===== src/rtl/mul_pkg.sv =====
// ---------------------------------------------------------------------------
// mul_pkg
// Shared definitions for the arbitrated repeated-addition multiplier:
//   WIDTH   - operand / product width of the shared datapath
//   state_t - controller state encoding (IDLE, LDA, LDB, ADD, DONE)
// ---------------------------------------------------------------------------
package mul_pkg;

    localparam int WIDTH = 16;

    typedef enum logic [2:0] {
        ST_IDLE = 3'd0,
        ST_LDA  = 3'd1,
        ST_LDB  = 3'd2,
        ST_ADD  = 3'd3,
        ST_DONE = 3'd4
    } state_t;

endpackage


===== src/rtl/mul_arbiter_if.sv =====
// ---------------------------------------------------------------------------
// mul_arbiter_if
// Bundles the requester handshake and the datapath control bus.
//   slave  modport - seen by the arbiter/controller (mul_arbiter)
//   master modport - seen by the requesters and the datapath
// Signals:
//   req0/req1, a0/b0/a1/b1   requests and operands
//   done0/done1, result      completion pulses and held product
//   busy, gnt_id             controller status
//   data_out, lda, ldb, ldp, clrp, decb   datapath operand bus and strobes
//   eqz, p_in                datapath B==0 flag and product register
// ---------------------------------------------------------------------------
interface mul_arbiter_if #(
    parameter int WIDTH = mul_pkg::WIDTH
);

    logic             req0;
    logic             req1;
    logic [WIDTH-1:0] a0;
    logic [WIDTH-1:0] b0;
    logic [WIDTH-1:0] a1;
    logic [WIDTH-1:0] b1;
    logic             done0;
    logic             done1;
    logic [WIDTH-1:0] result;
    logic             busy;
    logic             gnt_id;
    logic [WIDTH-1:0] data_out;
    logic             lda;
    logic             ldb;
    logic             ldp;
    logic             clrp;
    logic             decb;
    logic             eqz;
    logic [WIDTH-1:0] p_in;

    modport slave (
        input  req0, req1, a0, b0, a1, b1, eqz, p_in,
        output done0, done1, result, busy, gnt_id,
        output data_out, lda, ldb, ldp, clrp, decb
    );

    modport master (
        output req0, req1, a0, b0, a1, b1, eqz, p_in,
        input  done0, done1, result, busy, gnt_id,
        input  data_out, lda, ldb, ldp, clrp, decb
    );

endinterface


===== src/rtl/rr_arbiter2.sv =====
// ---------------------------------------------------------------------------
// rr_arbiter2
// Two-way round-robin selector (purely combinational).
//   req0_i, req1_i - request levels
//   last_i         - index of the requester served last
//   valid_o        - at least one request present
//   idx_o          - index of the winning requester
// ---------------------------------------------------------------------------
module rr_arbiter2 (
    input  logic req0_i,
    input  logic req1_i,
    input  logic last_i,
    output logic valid_o,
    output logic idx_o
);

    // On a tie the requester that was not served last wins; otherwise the
    // sole requester wins (idx defaults to 0 when nobody requests).
    assign valid_o = req0_i | req1_i;
    assign idx_o   = (req0_i & req1_i) ? ~last_i : req1_i;

endmodule


===== src/rtl/mul_arbiter.sv =====
// ---------------------------------------------------------------------------
// mul_arbiter
// Shares one repeated-addition multiplier datapath between two requesters
// with round-robin arbitration.
//   clk - rising-edge clock
//   rst - synchronous active-high reset
//   bus - mul_arbiter_if.slave: requests/operands in, done/result/status
//         out, datapath operand bus and strobes out, eqz/p_in back in
// ---------------------------------------------------------------------------
module mul_arbiter
    import mul_pkg::*;
#(
    parameter int WIDTH = mul_pkg::WIDTH
) (
    input  logic         clk,
    input  logic         rst,
    mul_arbiter_if.slave bus
);

    state_t           state_q;
    logic             last_q;
    logic             gnt_q;
    logic             busy_q;
    logic             done0_q;
    logic             done1_q;
    logic             lda_q;
    logic             ldb_q;
    logic             clrp_q;
    logic [WIDTH-1:0] opb_q;
    logic [WIDTH-1:0] result_q;
    logic [WIDTH-1:0] data_q;

    logic             gnt_valid;
    logic             gnt_idx;

    rr_arbiter2 u_rr (
        .req0_i  (bus.req0),
        .req1_i  (bus.req1),
        .last_i  (last_q),
        .valid_o (gnt_valid),
        .idx_o   (gnt_idx)
    );

    // Controller FSM. Strobes, data bus and done pulses are registered and
    // set up on the edge that enters the state they belong to, so they are
    // default-cleared every cycle. last_q resets to 1 so that requester 0
    // wins the first tie. The A operand goes straight into data_q on grant;
    // B is held in opb_q until LDB.
    always_ff @(posedge clk) begin
        if (rst) begin
            state_q  <= ST_IDLE;
            last_q   <= 1'b1;
            gnt_q    <= 1'b0;
            busy_q   <= 1'b0;
            done0_q  <= 1'b0;
            done1_q  <= 1'b0;
            lda_q    <= 1'b0;
            ldb_q    <= 1'b0;
            clrp_q   <= 1'b0;
            opb_q    <= '0;
            result_q <= '0;
            data_q   <= '0;
        end else begin
            lda_q   <= 1'b0;
            ldb_q   <= 1'b0;
            clrp_q  <= 1'b0;
            done0_q <= 1'b0;
            done1_q <= 1'b0;
            data_q  <= '0;
            case (state_q)
                ST_IDLE: begin
                    if (gnt_valid) begin
                        data_q  <= gnt_idx ? bus.a1 : bus.a0;
                        opb_q   <= gnt_idx ? bus.b1 : bus.b0;
                        gnt_q   <= gnt_idx;
                        last_q  <= gnt_idx;
                        busy_q  <= 1'b1;
                        lda_q   <= 1'b1;
                        state_q <= ST_LDA;
                    end
                end
                ST_LDA: begin
                    ldb_q   <= 1'b1;
                    clrp_q  <= 1'b1;
                    data_q  <= opb_q;
                    state_q <= ST_LDB;
                end
                ST_LDB: begin
                    state_q <= ST_ADD;
                end
                ST_ADD: begin
                    if (bus.eqz) begin
                        result_q <= bus.p_in;
                        done0_q  <= ~gnt_q;
                        done1_q  <= gnt_q;
                        state_q  <= ST_DONE;
                    end
                end
                ST_DONE: begin
                    busy_q  <= 1'b0;
                    state_q <= ST_IDLE;
                end
                default: begin
                    state_q <= ST_IDLE;
                end
            endcase
        end
    end

    // Add/decrement strobes react to eqz in the same cycle, which is what
    // gives exactly b strobes per job.
    assign bus.ldp      = (state_q == ST_ADD) & ~bus.eqz;
    assign bus.decb     = (state_q == ST_ADD) & ~bus.eqz;
    assign bus.lda      = lda_q;
    assign bus.ldb      = ldb_q;
    assign bus.clrp     = clrp_q;
    assign bus.data_out = data_q;
    assign bus.done0    = done0_q;
    assign bus.done1    = done1_q;
    assign bus.result   = result_q;
    assign bus.busy     = busy_q;
    assign bus.gnt_id   = gnt_q;

endmodule


===== src/flat_wrapper.sv =====
// flat-port wrapper written by rule: the top's interface ports become plain ports
module mul_arbiter_flat import mul_pkg::*;
#(
    parameter int WIDTH = mul_pkg::WIDTH
)
  (clk, rst, bus_req0, bus_req1, bus_a0, bus_b0, bus_a1, bus_b1, bus_eqz, bus_p_in, bus_done0, bus_done1, bus_result, bus_busy, bus_gnt_id, bus_data_out, bus_lda, bus_ldb, bus_ldp, bus_clrp, bus_decb);
  mul_arbiter_if #(.WIDTH(WIDTH)) bus_i ();
  input  logic clk;
  input  logic rst;
  input wire logic [$bits(bus_i.req0)-1:0] bus_req0;
  input wire logic [$bits(bus_i.req1)-1:0] bus_req1;
  input wire logic [$bits(bus_i.a0)-1:0] bus_a0;
  input wire logic [$bits(bus_i.b0)-1:0] bus_b0;
  input wire logic [$bits(bus_i.a1)-1:0] bus_a1;
  input wire logic [$bits(bus_i.b1)-1:0] bus_b1;
  input wire logic [$bits(bus_i.eqz)-1:0] bus_eqz;
  input wire logic [$bits(bus_i.p_in)-1:0] bus_p_in;
  output wire logic [$bits(bus_i.done0)-1:0] bus_done0;
  output wire logic [$bits(bus_i.done1)-1:0] bus_done1;
  output wire logic [$bits(bus_i.result)-1:0] bus_result;
  output wire logic [$bits(bus_i.busy)-1:0] bus_busy;
  output wire logic [$bits(bus_i.gnt_id)-1:0] bus_gnt_id;
  output wire logic [$bits(bus_i.data_out)-1:0] bus_data_out;
  output wire logic [$bits(bus_i.lda)-1:0] bus_lda;
  output wire logic [$bits(bus_i.ldb)-1:0] bus_ldb;
  output wire logic [$bits(bus_i.ldp)-1:0] bus_ldp;
  output wire logic [$bits(bus_i.clrp)-1:0] bus_clrp;
  output wire logic [$bits(bus_i.decb)-1:0] bus_decb;
  assign bus_i.req0 = bus_req0;
  assign bus_i.req1 = bus_req1;
  assign bus_i.a0 = bus_a0;
  assign bus_i.b0 = bus_b0;
  assign bus_i.a1 = bus_a1;
  assign bus_i.b1 = bus_b1;
  assign bus_i.eqz = bus_eqz;
  assign bus_i.p_in = bus_p_in;
  assign bus_done0 = bus_i.done0;
  assign bus_done1 = bus_i.done1;
  assign bus_result = bus_i.result;
  assign bus_busy = bus_i.busy;
  assign bus_gnt_id = bus_i.gnt_id;
  assign bus_data_out = bus_i.data_out;
  assign bus_lda = bus_i.lda;
  assign bus_ldb = bus_i.ldb;
  assign bus_ldp = bus_i.ldp;
  assign bus_clrp = bus_i.clrp;
  assign bus_decb = bus_i.decb;
  mul_arbiter #(.WIDTH(WIDTH)) u_core (.clk(clk), .rst(rst), .bus(bus_i));
endmodule

===== config.mk =====
export PLATFORM = sky130hd
export DESIGN_NAME = mul_arbiter_flat
export DESIGN_NICKNAME = d
export VERILOG_FILES = /design/src/rtl/mul_pkg.sv /design/src/rtl/mul_arbiter_if.sv /design/src/rtl/rr_arbiter2.sv /design/src/rtl/mul_arbiter.sv /design/src/flat_wrapper.sv
export SDC_FILE = /design/constraint.sdc
export NUM_CORES = 1
export LEC_CHECK = 0
export BUFFER_PORTS_ARGS = -buffer_cell sky130_fd_sc_hd__buf_2
export CORE_MARGIN = 3
export CORE_UTILIZATION = 49
export CTS_CLUSTER_SIZE = 10
export DETAILED_ROUTE_END_ITERATION = 6
export GPL_ROUTABILITY_DRIVEN = 0
export PLACE_DENSITY = 0.85
export SYNTH_ARGS = -nofsm -noshare
export SYNTH_HDL_FRONTEND = slang
export SYNTH_HIERARCHICAL = 1
export SYNTH_SLANG_ARGS = --single-unit
export TNS_END_PERCENT = 1

===== constraint.sdc =====
create_clock -name clk -period 3.8 [get_ports clk]
set_clock_uncertainty 0.15 [all_clocks]
set_input_delay 0.57 -clock clk [delete_from_list [all_inputs] [get_ports clk]]
set_output_delay 0.57 -clock clk [all_outputs]
set_load 0.02 [all_outputs]

== Word-level counts from Yosys, hierarchy flattened ==
Index checks and enable logic that the tools add are counted.

* Flip-flop bits (word level): 58
* Latch bits: 0
* Bits in writable memories: 0
* Bits in read-only memories: 0
* Input port bits: 85
* Output and inout bits: 41
* Word-level logic and storage cells: 45
* Memories: 0

* Add/sub/neg operators: 0
* Multiply operators: 0
* Divide/modulo/power cells: 0
* $lt $le $gt $ge: 0
* Equality and inequality tests: 6
* Shift-type cells: 0
* Muxes and demuxes: 12
* Bitwise logic cells: 8
* Reduce and logical (&&, ||, !) cells: 8

{| class="wikitable"
|+ Operators with widths
! cell !! count
|-
| 2-to-1 mux 16 bit || 3
|-
| case mux 16 bit (2 select lines) || 1
|-
| case mux 3 bit (4 select lines) || 1
|-
| AND reduction 2 bit || 4
|-
| == test 3 x 2 -> 1 bit (second input constant) || 2
|-
| 2-to-1 mux 3 bit || 2
|-
| NOT 1 bit || 5
|-
| 2-to-1 mux 1 bit || 4
|-
| == test 3 x 1 -> 1 bit (second input constant) || 1
|-
| == test 3 bit (second input constant) || 1
|-
| logical NOT 3 bit || 1
|-
| OR reduction 3 bit || 1
|-
| bitwise AND 1 bit || 2
|-
| != test 2 x 1 -> 1 bit (second input constant) || 1
|-
| != test 2 bit (second input constant) || 1
|-
| case mux 1 bit (2 select lines) || 1
|-
| nonzero test 2 bit || 1
|-
| OR reduction 2 bit || 1
|-
| bitwise OR 1 bit || 1
|}

== Depth between registers and ports, before layout ==
Gate-level depths: netlist of the first run.

* Word-level depth: 5
* Depth in mapped cells: 6
* Gate-level depth less buffers: 4

== Cells and area by module ==
The synthesis of the first run kept the hierarchy.

{| class="wikitable"
|+ By module, submodules not included
! module !! instances !! cells an instance !! area each (µm²) !! seq. area each (µm²)
|-
| mul_arbiter || 1 || 253 || 2478.6 || 1161.1
|-
| rr_arbiter2 || 1 || 2 || 13.8 || 0.0
|}

== Least setup slack after synthesis of the first run ==
Ideal clock, no wire load.

* Path type: in2out
* From: input port bus_eqz
* To: output port bus_ldp
* Data arrival time: 1.362 ns
* Required time: 3.080 ns
* Slack: 1.718 ns
* Stages: 2
* Buffers on the path: 1
* Cells stage by stage: nor3_1 > buf_4

* Cells in the longest elaborated chain, start to end: 2

{| class="wikitable"
|+ RTL lines
! element !! line !! text
|-
| start: declaration || flat_wrapper.sv:16 || <nowiki>input wire logic [$bits(bus_i.eqz)-1:0] bus_eqz;</nowiki>
|-
| NOT 1 bit || mul_arbiter.sv:112 || <nowiki>assign bus.ldp = (state_q == ST_ADD) & ~bus.eqz;</nowiki>
|-
| bitwise AND 1 bit || mul_arbiter.sv:112 ||
|-
| end: declaration || flat_wrapper.sv:26 || <nowiki>output wire logic [$bits(bus_i.ldp)-1:0] bus_ldp;</nowiki>
|}

Every way passes these cells.

== Worst setup path in the final report of the first run ==
* From: register u_core.state_q[1]
* To: output port bus_decb

* Cells in the longest elaborated chain, start to end: 2

{| class="wikitable"
|+ RTL lines
! element !! line !! text
|-
| start: declaration || mul_arbiter.sv:20 || <nowiki>state_t state_q;</nowiki>
|-
| start signal: assignment || mul_arbiter.sv:51 || <nowiki>state_q <= ST_IDLE;</nowiki>
|-
| start signal: assignment || mul_arbiter.sv:79 || <nowiki>state_q <= ST_LDA;</nowiki>
|-
| start signal: assignment || mul_arbiter.sv:86 || <nowiki>state_q <= ST_LDB;</nowiki>
|-
| == test 3 x 2 -> 1 bit || mul_arbiter.sv:113 || <nowiki>assign bus.decb = (state_q == ST_ADD) & ~bus.eqz;</nowiki>
|-
| bitwise AND 1 bit || mul_arbiter.sv:113 ||
|-
| end: declaration || flat_wrapper.sv:28 || <nowiki>output wire logic [$bits(bus_i.decb)-1:0] bus_decb;</nowiki>
|}

Every way passes these cells.

==> summary by stage, run 1 <==
Route
The average routed wire per standard cell is between 10 and 15 microns. The routed layout has ~2.2k vias. In the routed layout, each cell is associated on average with a via count of around 5.0. The post-detailed-route count of antenna-violating nets is 0. The post-route DRC violation count is 0. The final wirelength is approximately 6 mm.

The number of DRC markers in iteration 0 is 70. Before antenna repair, the detailed router went through 4 iterations.

Clocking
The source-to-sink clock delay at the later pin of the worst-skew pair is around 0.33 ns. Clock-pin slew was measured on the worst setup and hold paths at ~0.07 ns. The H-tree was split into 3 levels. For this design, the sink count on the clock tree is 58. The number of gates resized after CTS was 0. The total clock buffers created by CTS is 9.

The clock tree buffer depth is 2. In this run, post-CTS hold repair placed 0 buffers. In this run the post-CTS setup repair buffer count came out at 0. The clock tree from TritonCTS is done. Clock tree synthesis selected as its root buffer the cell sky130_fd_sc_hd__clkbuf_8.

Synth
Synthesis produced a netlist with a net count of 340. Counting flops with a built-in enable in the synthesized netlist gives 0. The fraction of synthesis flops using an asynchronous set or reset pin is 0%. The cell count after synthesis came out at around 260. The synthesized netlist contains 28 unique library cells.

Of all cell types, the one taking the most synthesized area is sky130_fd_sc_hd__dfxtp_1. The count of synthesis-stage warnings from yosys is 6. By area the synthesized netlist is led by sky130_fd_sc_hd__dfxtp_1 (47%), sky130_fd_sc_hd__a211oi_2 (8.0%), sky130_fd_sc_hd__mux2_2 (7.2%).

The most common cell in the synthesized netlist is sky130_fd_sc_hd__dfxtp_1. Summing every instance area after synthesis gives 2490 sq um. After synthesis the netlist holds a flip-flop and latch count of 58. Sorting the synthesized cells by how often they occur yields sky130_fd_sc_hd__dfxtp_1 (58), sky130_fd_sc_hd__nand2_1 (37), sky130_fd_sc_hd__nor2_1 (36), sky130_fd_sc_hd__a21oi_1 (19), sky130_fd_sc_hd__a22oi_1 (17). The share of the synthesized area in the top cell type is between 40% and 50%. Among all flip-flop cells after synthesis, the most frequent one is sky130_fd_sc_hd__dfxtp_1. The sequential-to-total area share from yosys stat is a little under half.

The post-synthesis average cell area is between 9 and 10 sq um.

STA
Setup repair after global routing left no endpoint under its margin. The final cycle utilization of the critical path is 54.2%. The number of endpoints with negative hold slack in the final report is 0. Timing would allow up to slightly below 500 MHz. The number of pins with negative max-slew slack in the final report came to 0. The clock period could shrink to just over 2 ns.

The total negative setup slack is 0 ns. The transition at the pin with the smallest max-transition slack is 1.04 ns. The number of endpoints failing setup at the final stage is 0.

The worst-case headroom to the max-slew limit is between 30 and 40%.

Power
The clock network accounts for 31.6% of the total power. Internal power comes to approximately 1.0 mW. Sequential cells account for 47.9% of the total power. The power per unit of standard cell area is ~440 nW/um^2. Per report_power, the combinational group accounts for between 20 and 25% of the total. Across the VDD grid, the largest voltage drop is approximately 0.00036 V.

The leakage power is 1.51 nW. For this design the total switching power over the nets is ~0.41 mW. In this run switching power makes up between 20% and 30% of total power.

Run status
The flow ran to the end, and the final reports show no timing, DRC or antenna violations.

Finish
At the end of the flow, the number of nets in the layout was between 400 and 500. The finished layout holds between 400 and 500 standard cells, fillers aside. Fill cells in the final layout number just over 400. The synthesis-to-finish area growth is 29.9%. Across the whole layout, storage elements account for 1160 sq um.

Summing all multi-input logic gate instances after layout gives approximately 1200 sq um. The post-route netlist has a little under half of its cells at a drive strength greater than 1. Measured on the finished design, the core utilization comes to 67.2%. The repair_antennas step left the layout with diodes totalling 0.

Floorplan
During I/O placement, the number of pins put on the boundary was roughly 130. The floorplan die area is 5980 sq um. The floorplan step set the die height to between 70 and 80 microns. The die is between 70 and 80 microns wide. The initial core utilization is between 50 and 60%. The total area inside the core boundary comes to ~4800 sq um. The number of placement rows is 25.

Worst setup path
The largest individual stage delay along the critical path comes from the cell sky130_fd_sc_hd__dfxtp_1. The required time of the worst setup path is slightly above 3 ns. Setup slack on the worst reg-to-reg path comes out at around 1.8 ns.

The reg-to-reg critical path startpoint is u_core/state_q[0]. The critical path goes through nand2_1 > nor3_1 > buf_2. On the critical path the largest part of the delay comes from flip-flops. Along the worst path, the maximum fanout reaches 10. The endpoint identified for the worst register-to-register timing path is u_core/bus.data_out[8]. The worst setup path is captured at an output pin. Counting buffers and inverters, the worst setup path is 3 cells deep.

The worst-case reg-to-reg path depth is 3. The most critical setup path has its startpoint at u_core/state_q[1]. The capturing element of the worst setup path is bus_decb. For this run, the slowest stage of the critical path takes approximately 0.55 ns. The buffering stage count on the worst path with inverters included is 1. STA classifies the critical path startpoint as a register. Data on the critical path arrives at its endpoint at around 1.3 ns. The critical path class is register to output pin.

Flow run
The total of max-cap violations is 0.

Placement
The number of port buffers is about 130. The cell total after placement is around 430. Once detailed placement completed, the half-perimeter wirelength came to 4.28 mm.

Global routing
The number of antenna violations at the first check in global routing is 0. The total global routing track utilization is 20.7%. For this run the aggregate overflow at the end of global routing stands at 0. The maximum number of pins on one net before global-route repair is between 40 and 50. The first global-routing pass estimated just under 10 mm of wire. The via count of the first global-routing pass is 2200.

Hold path
The worst hold path cell count is 2. The worst hold path belongs to the class register to register.
==> flip-flops by register name, summed over array words and instances (netlist names) <==
signal	flops
u_core/bus.gnt_id	1
u_core/state_q	3
u_core/bus.lda	1
u_core/bus.clrp	1
u_core/bus.data_out	16
u_core/bus.done0	1
u_core/opb_q	16
u_core/last_q	1
u_core/bus.done1	1
u_core/bus.busy	1
u_core/bus.result	16
==> per-stage QoR <==
step | power (mW) | worst slack, ns | area, sq um | hold slack (ns)
2_1_floorplan | 0.911 | 1.72 | 2490 | 0.287
3_3_place_gp | 0.983 | 1.67 | 3090 | 0.289
3_5_place_dp | 0.993 | 1.63 | 3090 | 0.293
4_1_cts | 1.45 | 1.71 | 3240 | 0.302
5_1_grt | 1.50 | 1.54 | 3240 | 0.320
6_report | 1.43 | 1.74 | 3240 | 0.301
==> area by class of cell <==
type | instances | area share (%)
Timing Repair Buffer | 129 | 20.3
Clock buffer | 11 | 4.06
Multi-Input combinational cell | 172 | 36.5
Tap cell | 67 | 2.59
Clock inverter | 4 | 0.618
Inverter | 1 | 0.116
Sequential cell | 58 | 35.9
==> routing by layer <==
metal	vias up	routed length, microns	GRT usage (%)	part of all wire [%]
li1	1122	-	-	-
met1	966	2350	23.0	39
met2	108	2750	34.1	46
met3	10	759	8.57	13
met4	0	121	10.1	2.0
met5	-	0	0	0
==> cell families after synthesis <==
kind of cell	Yosys count	synth area share, %
compound gates	54	17.6
simple gates	86	15.7
flops	58	46.6
buf+inv	25	6.48
mux	32	13.7
==> worst min-delay path by stage <==
stage / startpoint / endpoint / slack [ns]
6_report: u_core/bus.result[0] / u_core/bus.result[0] / 0.30
5_1_grt: u_core/bus.result[2] / u_core/bus.result[2] / 0.32
4_1_cts: u_core/bus.result[14] / u_core/bus.result[14] / 0.30
3_5_place_dp: u_core/bus.result[14] / u_core/bus.result[14] / 0.29
3_3_place_gp: u_core/bus.result[3] / u_core/bus.result[3] / 0.29
2_1_floorplan: u_core/last_q / u_core/last_q / 0.29
==> placed cells by master, fill, tap and decap left out, types with 2 or more instances in the layout <==
cell type                  synthesis  final
sky130_fd_sc_hd__a211oi_2         16     16
sky130_fd_sc_hd__a21oi_1          19     19
sky130_fd_sc_hd__a22oi_1          17     17
sky130_fd_sc_hd__buf_2             8    125
sky130_fd_sc_hd__buf_4             7      4
sky130_fd_sc_hd__clkbuf_1          3      2
sky130_fd_sc_hd__clkbuf_8          0      9
sky130_fd_sc_hd__clkinv_2          0      4
sky130_fd_sc_hd__dfxtp_1          58     58
sky130_fd_sc_hd__mux2_2           16     16
sky130_fd_sc_hd__mux2i_1          16     16
sky130_fd_sc_hd__nand2_1          37     37
sky130_fd_sc_hd__nor2_1           36     36
sky130_fd_sc_hd__nor3_1            3      3
==> power by group through the flow <==
stage / registers, mW / clock network [mW] / logic [mW]
finish: 0.686 / 0.452 / 0.292
global route: 0.692 / 0.484 / 0.325
CTS: 0.686 / 0.465 / 0.296
detailed placement: 0.699 / 0 / 0.294
global placement: 0.697 / 0 / 0.286
floorplan: 0.715 / 0 / 0.196
==> worst reg2reg max path, cell delays in order (launching register included) <==
cell	delay, ns
sky130_fd_sc_hd__dfxtp_1	0.54
sky130_fd_sc_hd__nor3b_2	0.91
sky130_fd_sc_hd__a22oi_1	0.23
sky130_fd_sc_hd__nor2_1	0.13
Power figures use the tool's default switching activity.
==> inputs of run 2 (changes only) <==
--- a/config.mk
+++ b/config.mk
@@ -7,11 +7,11 @@
 export LEC_CHECK = 0
 export BUFFER_PORTS_ARGS = -buffer_cell sky130_fd_sc_hd__buf_2
 export CORE_MARGIN = 3
-export CORE_UTILIZATION = 49
+export CORE_UTILIZATION = 41
 export CTS_CLUSTER_SIZE = 10
 export DETAILED_ROUTE_END_ITERATION = 6
 export GPL_ROUTABILITY_DRIVEN = 0
-export PLACE_DENSITY = 0.85
+export PLACE_DENSITY = 0.76
 export SYNTH_ARGS = -nofsm -noshare
 export SYNTH_HDL_FRONTEND = slang
 export SYNTH_HIERARCHICAL = 1
==> constraint.sdc (replaced) <==
create_clock -name clk -period 1.85 [get_ports clk]
set_clock_uncertainty 0.15 [all_clocks]
set_input_delay 0.2775 -clock clk [delete_from_list [all_inputs] [get_ports clk]]
set_output_delay 0.2775 -clock clk [all_outputs]
set_load 0.02 [all_outputs]
==> summary by stage, run 2 (synthesized netlist as in run 1, its figures left out) <==
Placement
The number of placed instances, taps included, is between 400 and 500. Timing analysis after detailed placement gives a worst setup slack of around 0.12 ns. The placed wire-length estimate after detailed placement is around 4.6 mm. The placed instances occupy a cell area of roughly 3200 sq um. During placement, the flow inserted port buffers numbering ~130.

Route
The number of detailed-route iterations in the first pass is 4. For this block, the routed nets add up to 6.23 mm of wire. In the routed layout, each cell is associated on average with a via count of 4.90. The post-detailed-route count of antenna-violating nets is 0. After detailed routing, the number of remaining DRC violations is 0. The average routed wire per standard cell is roughly 14 microns.

The number of DRC markers in iteration 0 is 68. The final route contains between 2k and 2.5k vias.

Finish
The synthesis-to-finish area growth is 35.0%. The library cell used most frequently in the layout, excluding fill and tap cells, is sky130_fd_sc_hd__buf_2. The count of antenna diodes in the layout is 0. The register cell area after layout is roughly 1200 sq um. The multi-input combinational cells in the finished layout cover a total of 1180 sq um. The share of the core filled with cells in the final layout is roughly 59%.

The layout has 520 filler cells. The area of all placed cells without fillers is roughly 3400 sq um. The top cell types in the final layout, fill and taps aside, are sky130_fd_sc_hd__buf_2 (125), sky130_fd_sc_hd__dfxtp_1 (56), sky130_fd_sc_hd__nand2_1 (37). The number of non-filler instances in the completed layout is around 450. In the final design database the tool counted 460 nets. The fraction of layout cells with a size suffix above 1 is 49.2%.

Clocking
The total clock buffers created by CTS is 9. For this design, the sink count on the clock tree is between 50 and 60. In this run the number of H-tree levels came out at 3. TritonCTS built the clock tree. Post-CTS timing repair inserted 0 buffers for setup. The clock root buffer is sky130_fd_sc_hd__clkbuf_8. The clock tree buffer depth is 2. The clock slew seen by the registers of the worst setup and hold paths is approximately 0.07 ns. The source-to-sink clock delay at the later pin of the worst-skew pair is ~0.31 ns.

Global routing
Entering global routing, the biggest net connects between 40 and 50 pins. The total overflow left after global routing is 0. The number of antenna violations at the first check in global routing was 0. The via count of the first global-routing pass is roughly 2.2k. Across every metal layer, demand over resource in global routing totals 17.7%. The wire length of the first global-routing pass is between 10 and 15 mm.

Worst setup path
Of all nets on the critical path, the largest fanout is 19. The required time of the worst setup path is 1.87 ns. The worst setup path is launched from a register. STA puts the critical path data arrival time at approximately 1.7 ns.

By startpoint and endpoint, the worst setup path is classified as register to register. The worst register-to-register path has a setup slack of 0.20 ns. The kind of end point of the critical path is a register.

Run status
The run finished with clean final reports.

Power
The leakage power is roughly 1.6 nW. The power per unit of standard cell area is 953 nW/um^2. The completed layout was analyzed and its total power is roughly 3.2 mW. The worst IR drop on VDD is between 0.0005 and 0.0006 V.

STA
The worst-case headroom to the max-slew limit is between 50% and 60%. For the pin with the worst max-slew slack, the measured transition is ~0.66 ns. The smallest clock period supported by the final layout is computed as between 1.5 and 2 ns.

Dividing the final minimum period by the clock period gives 89.1%. In the final timing run, aggregate negative setup slack is 0 ns. The number of endpoints failing setup at the final stage is 0. The number of endpoints with negative hold slack in the final report is 0.

The tightest hold margin is between 0.04 and 0.05 ns. The minimum setup slack in the final design is between 0.2 and 0.25 ns. Static timing analysis puts the maximum clock frequency at 607 MHz.

The number of pins with negative max-slew slack in the final report is 0. Setup repair after global routing left no endpoint under its margin.

Floorplan
The initial core utilization is between 40 and 50%. The area of the core region is between 5000 and 6000 sq um. The floorplan die area is 7050 sq um. In this run the vertical extent of the chip is about 84 microns. Pin placement for this block handled approximately 130 I/O pins. The x dimension of the die is ~84 microns.

The number of placement rows is 27.

Flow run
Across the run, the number of max-cap violations was 0.

Hold path
The path class of the tightest hold or removal check is input pin to register.
run 2: cell count changes in the layout (fill, tap and decap cells not counted):
cell | previous run | this run
sky130_fd_sc_hd__clkinvlp_4 | 0 | 1
sky130_fd_sc_hd__buf_12 | 0 | 3
sky130_fd_sc_hd__clkbuf_8 | 9 | 11
sky130_fd_sc_hd__dfxtp_2 | 0 | 2
sky130_fd_sc_hd__clkinv_2 | 4 | 3
sky130_fd_sc_hd__buf_4 | 4 | 5
sky130_fd_sc_hd__bufinv_16 | 0 | 1
sky130_fd_sc_hd__clkbuf_1 | 2 | 0
sky130_fd_sc_hd__dfxtp_1 | 58 | 56
run 2: routing by layer:
| layer | GRT usage (%) | wire length, microns | vias to the layer above |
|---|---|---|---|
| li1 | - | - | 1124 |
| met1 | 19.9 | 2490 | 1021 |
| met2 | 31.7 | 3310 | 64 |
| met3 | 4.44 | 334 | 6 |
| met4 | 7.02 | 97 | 0 |
| met5 | 0 | 0 | - |
run 2: worst paths after layout:
| path | endpoint | depth (start not counted) | from |
|---|---|---|---|
| worst max register to register | u_core/bus.data_out[13] | 5 | u_core/last_q |
| worst min register to register | u_core/bus.result[5] | 2 | u_core/bus.result[5] |
| worst min-delay path | u_core/bus.result[1] | 3 | bus_p_in[1] |
| worst max-delay path | u_core/bus.data_out[13] | 5 | u_core/last_q |
run 2: layout make-up:
class,instances,area share (%)
tap,72,2.68
sequential,58,34.6
timing repair buffer,133,21.5
inverter,1,0.112
multi-input combinational,172,35.1
clock buffer,11,4.50
clock inverter,5,1.56
run 2: timing repair:
item,4_1_cts,5_1_grt
endpoints found under the hold margin,0,0
hold buffers,0,0
setup endpoints to repair,0,2
gates resized for setup,0,2
run 2: where the power goes:
part	total [mW]	switching [mW]	internal (mW)
clock	1.17	0.479	0.689
sequential	1.41	0.0565	1.35
combinational	0.633	0.342	0.292
run 2: worst max-delay path, cell delays in order (launching register included):
cell                       delay [ns]
sky130_fd_sc_hd__dfxtp_1         0.35
sky130_fd_sc_hd__a21boi_4        0.23
sky130_fd_sc_hd__buf_12          0.20
sky130_fd_sc_hd__mux2_2          0.36
sky130_fd_sc_hd__a22oi_1         0.16
sky130_fd_sc_hd__nor2_1          0.05
